**config.mk**
```make
export PLATFORM = sky130hd
export DESIGN_NAME = hazard_ctrl
export DESIGN_NICKNAME = d
export VERILOG_FILES = /design/src/rtl/hazard_ctrl_pkg.sv /design/src/rtl/hazard_ctrl_sat_counter.sv /design/src/rtl/hazard_ctrl.sv
export SDC_FILE = /design/constraint.sdc
export NUM_CORES = 1
export LEC_CHECK = 0
export BUFFER_PORTS_ARGS = -buffer_cell sky130_fd_sc_hd__buf_4
export CORE_MARGIN = 5
export CORE_UTILIZATION = 55
export DETAILED_ROUTE_END_ITERATION = 12
export PLACE_DENSITY = 0.84
export SYNTH_ARGS = -nofsm -noshare
export SYNTH_HDL_FRONTEND = slang
export SYNTH_SLANG_ARGS = --single-unit
```
**constraint.sdc**
```tcl
create_clock -name clk -period 5.25 [get_ports clk]
set_input_delay 0 -clock clk [delete_from_list [all_inputs] [get_ports clk]]
set_output_delay 0 -clock clk [all_outputs]
set_load 0.02 [all_outputs]
```
**src/rtl/hazard_ctrl_pkg.sv**
```systemverilog
// Shared definitions for the pipeline hazard controller: state encoding,
// register-number width and the grouped control-output bundle.
package hazard_ctrl_pkg;

    localparam int REG_W = 5;
    localparam logic [REG_W-1:0] ZERO_REG = '0;

    localparam logic [0:0] ST_RUN  = 1'b0;
    localparam logic [0:0] ST_BUSY = 1'b1;

    typedef struct packed {
        logic pc_write;
        logic ifid_write;
        logic ifid_flush;
        logic idex_hold;
        logic idex_bubble;
        logic exmem_bubble;
        logic busy;
    } ctl_t;

    // Free-running pipeline: PC and IF/ID advance, nothing is squashed.
    function automatic ctl_t ctl_run_default();
        ctl_t c;
        c            = '0;
        c.pc_write   = 1'b1;
        c.ifid_write = 1'b1;
        return c;
    endfunction

endpackage

```
**src/rtl/hazard_ctrl_sat_counter.sv**
```systemverilog
// Saturating up-counter with synchronous clear; holds at all-ones.
module sat_counter #(
    parameter int W = 16
) (
    input  logic         clk,
    input  logic         clear,
    input  logic         inc,
    output logic [W-1:0] value
);

    logic [W-1:0] r_value;

    always_ff @(posedge clk) begin
        if (clear) begin
            r_value <= '0;
        end else if (inc && (r_value != {W{1'b1}})) begin
            r_value <= r_value + 1'b1;
        end
    end

    assign value = r_value;

endmodule

```
**src/rtl/hazard_ctrl.sv**
```systemverilog
// Pipeline hazard controller: load-use stall, taken-branch flush and a
// multi-cycle mul/div wait state with timeout, plus stall/flush counters.
module hazard_ctrl
    import hazard_ctrl_pkg::*;
#(
    parameter int MDU_TIMEOUT = 64,
    parameter int CNT_W       = 16
) (
    input  logic             clk,
    input  logic             reset,
    input  logic [REG_W-1:0] RS_ID,
    input  logic [REG_W-1:0] RT_ID,
    input  logic [REG_W-1:0] RT_EX,
    input  logic             MemRead_EX,
    input  logic             BranchTaken_EX,
    input  logic             MduStart_EX,
    input  logic             MduDone,
    output logic             PCWrite,
    output logic             IFIDWrite,
    output logic             IFIDFlush,
    output logic             IDEXHold,
    output logic             IDEXBubble,
    output logic             EXMEMBubble,
    output logic             Busy,
    output logic             MduErr,
    output logic [CNT_W-1:0] StallCnt,
    output logic [CNT_W-1:0] FlushCnt
);

    localparam int BW = (MDU_TIMEOUT > 1) ? $clog2(MDU_TIMEOUT) : 1;
    localparam logic [BW-1:0] TIMEOUT_LAST = BW'(MDU_TIMEOUT - 1);

    logic [0:0]    r_state;
    logic [0:0]    w_state_next;
    logic [BW-1:0] r_busy_cnt;
    logic          r_mdu_err;
    logic          w_set_err;
    logic          w_load_use;
    logic          w_timeout;
    ctl_t          w_ctl;

    assign w_load_use = MemRead_EX && (RT_EX != ZERO_REG) &&
                        ((RT_EX == RS_ID) || (RT_EX == RT_ID));
    assign w_timeout  = (r_busy_cnt == TIMEOUT_LAST);

    always_comb begin
        w_ctl        = ctl_run_default();
        w_state_next = r_state;
        w_set_err    = 1'b0;
        if (!reset) begin
            if (r_state == ST_RUN) begin
                if (BranchTaken_EX) begin
                    w_ctl.ifid_flush  = 1'b1;
                    w_ctl.idex_bubble = 1'b1;
                end else if (MduStart_EX) begin
                    w_ctl.pc_write     = 1'b0;
                    w_ctl.ifid_write   = 1'b0;
                    w_ctl.idex_hold    = 1'b1;
                    w_ctl.exmem_bubble = 1'b1;
                    w_state_next       = ST_BUSY;
                end else if (w_load_use) begin
                    w_ctl.pc_write    = 1'b0;
                    w_ctl.ifid_write  = 1'b0;
                    w_ctl.idex_bubble = 1'b1;
                end
            end else begin
                // Done and timeout both release with zero extra latency.
                w_ctl.busy = 1'b1;
                if (MduDone) begin
                    w_state_next = ST_RUN;
                end else if (w_timeout) begin
                    w_state_next = ST_RUN;
                    w_set_err    = 1'b1;
                end else begin
                    w_ctl.pc_write     = 1'b0;
                    w_ctl.ifid_write   = 1'b0;
                    w_ctl.idex_hold    = 1'b1;
                    w_ctl.exmem_bubble = 1'b1;
                end
            end
        end
    end

    always_ff @(posedge clk) begin
        if (reset) begin
            r_state    <= ST_RUN;
            r_busy_cnt <= '0;
            r_mdu_err  <= 1'b0;
        end else begin
            r_state <= w_state_next;
            // Held at zero while running, so it is zero on the first BUSY cycle.
            if (r_state == ST_RUN) begin
                r_busy_cnt <= '0;
            end else begin
                r_busy_cnt <= r_busy_cnt + 1'b1;
            end
            if (w_set_err) begin
                r_mdu_err <= 1'b1;
            end
        end
    end

    sat_counter #(.W(CNT_W)) u_stall_cnt (
        .clk   (clk),
        .clear (reset),
        .inc   (!w_ctl.pc_write),
        .value (StallCnt)
    );

    sat_counter #(.W(CNT_W)) u_flush_cnt (
        .clk   (clk),
        .clear (reset),
        .inc   (w_ctl.ifid_flush),
        .value (FlushCnt)
    );

    assign PCWrite     = w_ctl.pc_write;
    assign IFIDWrite   = w_ctl.ifid_write;
    assign IFIDFlush   = w_ctl.ifid_flush;
    assign IDEXHold    = w_ctl.idex_hold;
    assign IDEXBubble  = w_ctl.idex_bubble;
    assign EXMEMBubble = w_ctl.exmem_bubble;
    assign Busy        = w_ctl.busy;
    assign MduErr      = r_mdu_err;

endmodule

```
== Word level (Yosys, flattened, before mapping) ==
Index checks and enable logic that the tools add are counted.
Cells by class
  add/sub/neg operators: 3
  multipliers: 0
  divide/modulo/power cells: 0
  $lt $le $gt $ge: 0
  eq/ne operators: 5
  shift operators: 0
  multiplexer cells: 23
  bitwise gates (word level): 1
  reductions and logical operators: 8
Operator list (count)
  $add A16 B1 Y16 const B: 2
  $ne A16 B16 Y1 const B: 2
  $mux W1: 16
  $mux W2: 6
  $eq A5 B5 Y1: 2
  $mux W7: 1
  $add A6 B1 Y6 const B: 1
  $eq A6 B6 Y1 const B: 1
  $reduce_bool A5 Y1: 1
  $logic_and A1 B1 Y1: 4
  $reduce_or A2 Y1: 1
  $logic_not A1 Y1: 1
  $logic_or A1 B1 Y1: 1
  $not A1 Y1: 1
Storage, ports and cells
  flip-flop bits (word level): 40
  bits in latches: 0
  memory bits (writable): 0
  memory bits (read-only): 0
  output and inout bits: 40
  word-level logic and storage cells: 45
  memories kept: 0

== Longest topological paths before layout ==
Gate-level depths: netlist of the first run.
  word-level depth: 10
  depth in mapped cells: 10
  gate-level depth less buffers: 8

== Hierarchy ==
From an unflattened synthesis of the first run, not the netlist that was laid out.
Second synthesis, totals
  cell total of the unflattened synthesis: 258
  area, all modules: 2189.6 sq um
Modules (own cells, without submodules)
  sat_counter: instances 2, cells an instance 99, area an instance 848.3 sq um, seq. area each 320.3 sq um
  hazard_ctrl: instances 1, cells an instance 60, area an instance 493.0 sq um, seq. area each 160.2 sq um

== Least setup slack after synthesis of the first run ==
No wires, ideal clock.
  kind: register -> register
  from: register r_busy_cnt[0]
  to: register u_stall_cnt.r_value[15] (netlist: u_stall_cnt.value[15])
  setup time: 0.071 ns
  data arrival time: 2.235 ns
  required time: 5.179 ns
  setup slack: 2.945 ns
  cell stages (with the launch flop): 10
  buffers on the path: 1
  cells stage by stage: dfxtp_1 -> ha_1 -> and3_4 -> and3_1 -> o31ai_4 -> a31o_4 -> inv_2 -> buf_6 -> or4_1 -> a21oi_1
On the way
  word-level cells in the longest chain between the ends: 7
Ends and longest elaborated chain
  start, declared: line hazard_ctrl.sv:35  | logic [BW-1:0] r_busy_cnt;
  start signal, assigned: line hazard_ctrl.sv:95  | r_busy_cnt <= r_busy_cnt + 1'b1;
  $eq A6 B6 Y1: line hazard_ctrl.sv:44  | assign w_timeout = (r_busy_cnt == TIMEOUT_LAST);
  $mux W2: line hazard_ctrl.sv:71  | end else if (w_timeout) begin
  $mux W2: line hazard_ctrl.sv:69  | if (MduDone) begin
  $mux W2: line hazard_ctrl.sv:51  | if (r_state == ST_RUN) begin
  $mux W7: line hazard_ctrl.sv:50  | if (!reset) begin
  $logic_not A1 Y1: line hazard_ctrl.sv:106  | .inc (!w_ctl.pc_write),
  $logic_and A1 B1 Y1: line hazard_ctrl_sat_counter.sv:16  | end else if (inc && (r_value != {W{1'b1}})) begin
  end signal, assigned: line hazard_ctrl_sat_counter.sv:17  | r_value <= r_value + 1'b1;
  end, declared: line hazard_ctrl_sat_counter.sv:11  | logic [W-1:0] r_value;
No other way between the ends.
A chain may end at the register's enable or synchronous reset.

== Final worst setup path of the first run ==
  from: register u_stall_cnt.r_value[0] (netlist: u_stall_cnt.value[0])
  to: register u_stall_cnt.r_value[14] (netlist: u_stall_cnt.value[14])
On the way
  word-level cells in the longest chain between the ends: 2
  elaborated cells on any way between the ends: 3
Ends and longest elaborated chain
  branches (longest 2 deep; another with $add A16 B1 Y16)
Parallel ways; which one is timed is not known.

==> results of run 1 <==
## power by group
group	internal, W	switching (W)	leakage, nW
logic	0.0000291	0.0000324	0.708
clock network	0.000141	0.000110	0.0541
registers	0.000306	0.00000352	0.323
total	0.000475	0.000146	1.09
## logic make-up (layout without fill, tap and decap cells)
group,count (synthesis),after routing
fa+ha+maj,3,3
flops,40,40
compound gates,44,44
simple gates,104,104
buf+inv,18,79
mux,4,4
xor+xnor,27,27
## cells in the mapped netlist (4+ instances only)
cell      number  share of area, %
dfxtp_1       40                38
nor2_1        25               4.5
nand3_1       17               4.1
xnor2_1       16               6.7
nand2_1       15               2.7
a21oi_1       11               2.6
xor2_1        11               4.6
and3_1         7               2.1
inv_1          7               1.3
nand4_1        7               2.1
o31ai_1        7               2.5
or4_1          6               2.1
and2_1         5               1.5
and4_1         5               2.1
nor3_1         5               1.2
clkbuf_1       4              0.71
## final cells by class
cell class                 instances  area [um2]  area share, %
multi-input combinational        182        1210           45.2
sequential                        40         801           29.8
tap                               48        60.1           2.24
inverter                          10        37.5           1.40
clock buffer                       5        68.8           2.56
clock inverter                     3        42.5           1.58
timing repair buffer              61         460           17.1
## metrics by stage
| step | cells | cell area (um2) | worst slack (ps) |
|---|---|---|---|
| floorplan | 240 | 2100 | 2940 |
| global placement | 340 | 2560 | 2740 |
| detailed placement | 340 | 2560 | 2610 |
| CTS | 349 | 2690 | 2600 |
| global route | 349 | 2690 | 2350 |
| finish | 349 | 2690 | 2570 |
## sequential cells by signal (all words and copies together), names as in the netlist
name and count:
MduErr 1, r_busy_cnt 6, r_state 1, u_flush_cnt.value 16, u_stall_cnt.value 16
## what timing repair did
action                                 CTS  global route
endpoints found under the hold margin    1             0
hold buffers                             1             0
buffers inserted                         0             0
setup endpoints to repair                0             0
## worst max-delay path, cell delays in order (launching register included)
cell	delay, ps
dfxtp_1	410
ha_1	200
nand3_1	120
nor2_1	360
nand2_1	170
nor2_1	850
nor3_1	120
mux2_1	350
## layer usage
layer | part of all wire [%] | up-vias | routed length (um)
met5 | 0 | - | 0
met4 | 1.7 | 0 | 80
met3 | 5.2 | 9 | 248
met2 | 46 | 38 | 2210
met1 | 47 | 903 | 2250
li1 | - | 1002 | -
## path summary, 6_finish.rpt
path | to | slack, ps | cells after the start
max reg2reg | u_stall_cnt.value[14] | 2570 | 7
max | u_stall_cnt.value[14] | 2570 | 7
min | r_state | 60 | 3
min reg2reg | r_busy_cnt[0] | 480 | 1
==> metrics.txt, run 1 <==
cell area after technology mapping=around 2100 um2; core box area=between 3000 and 4000 um2; area grow syn2layout=27.9%; Cell Rows=22; clk sinks=40; DRT iter0 DRCs=85; Worst setup EP type=flop; Initial Util=56.9%; top-level I/O count=around 60; required time of the worst setup path=~5400 ps; # setup viols final=0; main combinational cell family by area after synthesis=simple AND/OR/NAND/NOR gates; Period minus WS final=2680 ps; slew at the pin closest to its max-slew limit=approximately 1100 ps; Post-DP HPWL=roughly 3600 um; final hold slack=roughly 63 ps; total routed wirelength=4790 um; XOR/XNOR share of the synthesized area=approximately 11%; CTS H-tree depth=2; Post-synth EDFFs=0; clock buffer depth=2; syn_area_per_cell=~8.7 um2; worst hold start=BranchTaken_EX; RSZ-0062 raised after global routing=no; port bufs=60; DIE AREA=just over 5000 um2; routability congestion estimate=slightly below 0.9; Clk Tree Root Cell=clkbuf_8; Clock transition at path regs=roughly 80 ps; GRT met3 Usage=4.35%; layout cells sized above 1=25.2%; Final Hold Fails=0; TritonCTS buffer count=5; worst setup path class=reg -> reg; nets=between 300 and 400; CTS tree=done; DR WL/cell=between 10 and 15 um; status=complete, no violations; library cells used by synthesis=between 40 and 50; clk_skew=around 5.4 ps; Synth Instances=240; Final Power=a little over 0.0006 W; commonest non-fill, non-tap cell in the layout=buf_4; fmax=373 MHz; CTS-repair resized insts=0; FF+latch count, synth=40; CP Max Fanout=19; max-cap check violation count=0; Post-DRT Antenna Nets=0; vias in the first global route=1773; slew margin rel.=about 27%; DR pass1 iterations=4; LEAKAGE=about 1.1 nW; Synth Area in Compound Gates=between 10% and 20%; Synth Area in Adders=1.79%; Slew Viols, Final=0; Max IR drop VDD=0.150 mV; met1 GRT Util=between 20% and 30%; HP Class=in -> reg; met2 global-route usage=~30%; Synth Net Count=~260; total track usage=19.1%; final core occ=between 70 and 80%; ys async rst share=0%; part of the cycle the worst path needs=51.1%; worst r2r src=u_stall_cnt.value[0]; GRT overflow=0; Yosys warnings=0; largest net degree at the start of global routing=36; most frequent cells in the layout=60 x buf_4, 40 x dfxtp_1, 25 x nor2_1, 17 x nand3_1, 16 x xnor2_1; CP arrival=2870 ps; first-pass GRT wire length=roughly 8000 um; most used routing layer=met2; DRC Markers=0; PwrDens=231 nW/um2; initial antenna violation count=0; via count=1952; Post-Route Setup TNS=0 ps; Layout fillers=roughly 310; sequential-to-total area share from yosys stat=38.1%; vias per cell=roughly 5.6; Clk Latency, worst-skew pair=between 200 and 300 ps; Worst Setup Start Kind=flop; simple-gate area share of the yosys netlist=26.8%; # diodes=0; Critical path origin=u_stall_cnt.value[0]; Die W=slightly above 70 um; most used flip-flop cell after synthesis=dfxtp_1; mux cell area share after synthesis=about 2.0%; die outline height=approximately 70 um
No activity file was read; power rests on OpenSTA's default activity.
==> run 2: changes to the inputs <==
CORE_UTILIZATION = 46   (was 55)
PLACE_DENSITY = 0.75   (was 0.84)
clock period = 2.38 ns   (was 5.25 ns; I/O delays follow)
==> run 2 against run 1 <==
Compared with the run above:
- critical path depth is 2 higher
- sequential power is 120% higher
- register-to-register slack worse by 2400 ps
- cell area is 1.4% higher
- die area is 17% higher
- combinational power is 130% higher
- non-clock buffer count is 7 higher
- setup slack worse by 2400 ps
- first-iteration DRC count is 31% higher
- critical path type unchanged
- largest cell class unchanged
- highest routed layer unchanged
==> metrics.txt, run 2 (synthesis gave the netlist of run 1 again) <==
DRT iter0 DRCs=111 (+31%); Clk Tree Root Cell=clkbuf_8; Die W=77.6 um (+8.0%); DRC Markers=0 (unchanged); CP Max Fanout=18 (-1); total routed wirelength=4880 um (+1.8%); Post-DP HPWL=3690 um (+2.3%); RSZ-0062 raised after global routing=no; # diodes=0 (unchanged); port bufs=60 (unchanged); Crit path largest cell delay=350 ps (-500 ps); status=complete, no violations; initial antenna violation count=0 (unchanged); vias in the first global route=1811 (+2.1%); # placed instances=350 (+2.9%); Slew Viols, Final=0 (unchanged); GRT overflow=0 (unchanged); required time of the worst setup path=2600 ps (-2840 ps); post-route insts no fill=360 (+3.2%); Worst Setup Start Kind=flop; slew at the pin closest to its max-slew limit=507 ps (-588 ps); Post-Route Setup TNS=0 ps (unchanged); Clock transition at path regs=80 ps (about the same); PnR worst setup slack=144 ps (-2420 ps); DIE AREA=6020 um2 (+17%); # setup viols final=0 (unchanged); Period minus WS final=2240 ps (-447 ps); LEAKAGE=1.11 nW (+2.5%); Final Hold Fails=0 (unchanged); clock buffer depth=2 (unchanged); Post-DRT Antenna Nets=0 (unchanged); core box area=4380 um2 (+19%); family with the most delay on the worst path=compound AO/OA/AOI/OAI gates; CP arrival=2450 ps (-420 ps); CTS tree=done; Initial Util=47.9% (-9.0 points); PwrDens=473 nW/um2 (+100%); part of the cycle the worst path needs=93.9% (+43 points); layout cells sized above 1=26.3% (+1.0 points); pre-CTS setup slack=116 ps (-2490 ps); vias per cell=5.58 (-0.27%); via count=2008 (+2.9%); Clk Latency, worst-skew pair=290 ps (about the same); worst path buffer plus inverter count=2 (+2); clk sinks=40 (unchanged); worst setup path class=reg -> reg; fmax=447 MHz (+20%); multi-input logic area=1210 um2 (unchanged); CTS H-tree depth=2 (unchanged); crit-path cells=ha_1 > and3_4 > a31o_1 > a211oi_2 > a31o_4 > inv_4 > buf_4 > or3_1 > a21oi_1; nets=331 (+2.2%); Cell Rows=24 (+9.1%); HP Class=in -> reg; DR WL/cell=13.6 um (-1.3%); register area=801 um2 (unchanged); TritonCTS buffer count=5 (unchanged); clk_skew=5.40 ps (-0.0419 ps); area grow syn2layout=29.7%; most frequent cells in the layout=67 x buf_4, 40 x dfxtp_1, 25 x nor2_1, 17 x nand3_1, 16 x xnor2_1; routability congestion estimate=0.827 (-6.0%); max-cap check violation count=0 (unchanged); commonest non-fill, non-tap cell in the layout=buf_4; slew margin rel.=65.9% (+39 points); die outline height=77.6 um (+8.0%); total track usage=16.5% (-2.6 points); largest net degree at the start of global routing=36 (unchanged); top-level I/O count=61 (unchanged); Worst setup EP type=flop; Layout fillers=406 (+31%); first-pass GRT wire length=8260 um (+3.2%); slowest cell on the critical path=or3_1; Max IR drop VDD=0.316 mV (+110%); DR pass1 iterations=4 (unchanged)
[run 2: cell types whose count changed in the layout (fill, tap and decap cells not counted), sizes merged]
cell / delta
buf: +7
clkbuf: +3
bufinv: -1
clkinv: -1
clkinvlp: -1
[run 2: worst paths after layout]
| path | startpoint | end | slack [ps] | cells past startpoint |
|---|---|---|---|---|
| setup / recovery | r_busy_cnt[0] | u_stall_cnt.value[0] | 140 | 9 |
| hold / removal | BranchTaken_EX | r_state | 60 | 3 |
| setup reg to reg | r_busy_cnt[0] | u_stall_cnt.value[0] | 140 | 9 |
| hold reg to reg | r_busy_cnt[0] | r_busy_cnt[0] | 450 | 1 |
[run 2: worst min-delay path: stages]
cell and delay, ps:
buf_4 100, or4_4 130, o31ai_1 60
[run 2: area by class of cell]
cell class / count / area share, %
multi-input combinational: 182 / 44.6
clock buffer: 8 / 3.31
tap: 52 / 2.39
sequential: 40 / 29.4
timing repair buffer: 68 / 18.8
inverter: 10 / 1.47
[run 2: through the flow]
stage | hold WS [ps] | instance area [um2] | utilization, % | total power [W]
6_report | 61.4 | 2720 | 62.1 | 0.00129
5_1_grt | 47.4 | 2720 | 62.1 | 0.00136
4_1_cts | 48.4 | 2710 | 61.9 | 0.00130
3_5_place_dp | 251 | 2610 | 59.6 | 0.000836
3_3_place_gp | 248 | 2610 | 59.6 | 0.000835
2_1_floorplan | 97.4 | 2100 | - | 0.000776
[run 2: timing repair]
item                                    in CTS  in global routing
endpoints found under the setup margin       0                  9
endpoints found under the hold margin        1                  0
setup buffers                                0                  1
hold buffers                                 1                  0
gates resized for setup                      0                  2
[run 2: power breakdown]
group	switching (W)	total, W	internal, W	leakage (nW)
sequential	0.00000754	0.000682	0.000674	0.323
combinational	0.0000730	0.000142	0.0000687	0.745
clock	0.000228	0.000465	0.000237	0.0455
total	0.000308	0.00129	0.000980	1.11
[run 2: metal layers]
layer / wire [um] / GRT usage (%) / up-vias
li1: - / - / 1018
met1: 2310 / 21.9 / 935
met2: 2290 / 25.8 / 46
met3: 214 / 5.09 / 9
met4: 66 / 4.64 / 0
met5: 0 / 0 / -
==> run 3: changes to the inputs <==
SETUP_SLACK_MARGIN = 0.15   (was unset)
==> run 3 against run 2 <==
Compared with the run above:
- sequential share of layout area shrank 0.054 points
- largest power group unchanged
- clock power shrank 1%
- utilization grew 0.11 points
==> metrics.txt, run 3 (synthesis gave the netlist of run 1 again) <==
status=complete, no violations; area grow syn2layout=30.0%; CTS tree=done; total track usage=16.4% (-0.088 points); core box area=4380 um2 (unchanged); HP Class=in -> reg; # diodes=0 (unchanged); Slew Viols, Final=0 (unchanged); DRT iter0 DRCs=95 (-14%); met1 GRT Util=21.4% (-0.56 points); Post-Route Setup TNS=0 ps (unchanged); R2R cell count=8 (-1); hold path depth=3 (unchanged); first-pass GRT wire length=8290 um (+0.33%); Period minus WS final=2150 ps (-83.9 ps); Worst Setup Start Kind=flop; LEAKAGE=1.11 nW (-0.35%); total routed wirelength=4880 um (about the same); TritonCTS buffer count=5 (unchanged); GRT met3 Usage=5.32% (+0.23 points); RSZ-0062 raised after global routing=yes; CP arrival=2380 ps (-70 ps); slew margin rel.=63.6% (-2.3 points); clk_skew=12.8 ps (+7.40 ps); part of the cycle the worst path needs=90.4% (-3.5 points); routability congestion estimate=0.839 (+1.5%); DRC Markers=0 (unchanged); GRT overflow=0 (unchanged); met2 global-route usage=26.1% (+0.25 points); Initial Util=47.9% (unchanged); DR WL/cell=13.6 um (+0.24%); flop2flop setup slack=230 ps (+80 ps); vias in the first global route=1828 (+0.94%); CP Max Fanout=18 (unchanged); # setup viols final=0 (unchanged); Cell Rows=24 (unchanged); Final Hold Fails=0 (unchanged); Worst setup EP type=flop; max-cap check violation count=0 (unchanged); clock buffer depth=2 (unchanged); commonest non-fill, non-tap cell in the layout=buf_4; CTS H-tree depth=2 (unchanged); die outline height=77.6 um (unchanged); most frequent cells in the layout=66 x buf_4, 40 x dfxtp_1, 24 x nor2_1, 17 x nand3_1, 16 x xnor2_1; Post-DP HPWL=3650 um (-0.91%); pre-CTS setup slack=158 ps (+42.2 ps); worst setup path class=reg -> reg; most used routing layer=met2; required time of the worst setup path=2610 ps (about the same); Max IR drop VDD=0.437 mV (+38%); layout cells sized above 1=27.7% (+1.4 points); fmax=465 MHz (+3.9%); via count=1960 (-2.4%); nets=330 (-0.30%); port bufs=60 (unchanged); DR pass1 iterations=4 (unchanged); initial antenna violation count=0 (unchanged); Clk Tree Root Cell=clkbuf_8; vias per cell=5.46 (-2.1%); Clock transition at path regs=80 ps (about the same); Post-DRT Antenna Nets=0 (unchanged); PnR worst setup slack=228 ps (+83.9 ps); final hold slack=63.6 ps (+2.20 ps); largest net degree at the start of global routing=36 (unchanged); clk sinks=40 (unchanged); PwrDens=470 nW/um2 (-0.55%); top-level I/O count=61 (unchanged); DIE AREA=6020 um2 (unchanged); Clk Latency, worst-skew pair=290 ps (about the same); Die W=77.6 um (unchanged); slew at the pin closest to its max-slew limit=541 ps (+34.0 ps)
run 3: path summary, 6_finish.rpt:
path,from,endpoint
worst max-delay path,r_busy_cnt[0],u_stall_cnt.value[5]
worst min-delay path,BranchTaken_EX,r_state
worst max register to register,r_busy_cnt[0],u_stall_cnt.value[5]
worst min register to register,r_busy_cnt[0],r_busy_cnt[0]
run 3: through the flow:
step / instances / instance area, um2 / power (W) / utilization [%]
floorplan: 240 / 2110 / 0.000776 / -
global placement: 348 / 2610 / 0.000833 / 59.4
detailed placement: 348 / 2610 / 0.000835 / 59.4
CTS: 357 / 2710 / 0.00130 / 61.8
global route: 359 / 2730 / 0.00135 / 62.2
finish: 359 / 2730 / 0.00128 / 62.2
run 3: final cells by class:
| cell class | count | area [um2] |
|---|---|---|
| flip-flops and latches | 40 | 801 |
| fillers | 391 | 1660 |
| repair buffers | 67 | 505 |
| clock inverters | 2 | 10.0 |
| inverters | 10 | 40.0 |
| well taps | 52 | 65.1 |
| multi-input cells | 182 | 1220 |
| clock buffers | 6 | 82.6 |
run 3: critical path, stage by stage, from the launching register on:
cell	delay (ps)
dfxtp_1	330
ha_2	180
and3_4	160
a31o_1	220
a211oi_2	240
a31o_4	220
inv_4	90
or4_1	510
a21oi_1	150
run 3: where the power goes:
group          total (W)  internal [W]  switching [W]
logic           0.000142     0.0000681      0.0000736
clock network   0.000459      0.000231       0.000228
registers       0.000682      0.000674     0.00000788
total            0.00128      0.000974       0.000310
run 3: timing repair:
action / 4_1_cts / 5_1_grt
resized for setup: 1 / 1
endpoints found under the hold margin: 1 / 0
setup endpoints to repair: 1 / 8
pin swaps: 0 / 3
hold buffers: 1 / 0
setup buffers: 0 / 2
run 3: routing by layer:
metal | vias up | routed length [um]
met5 | - | 0
met4 | 0 | 50
met3 | 5 | 321
met2 | 57 | 2240
met1 | 890 | 2270
li1 | 1008 | -
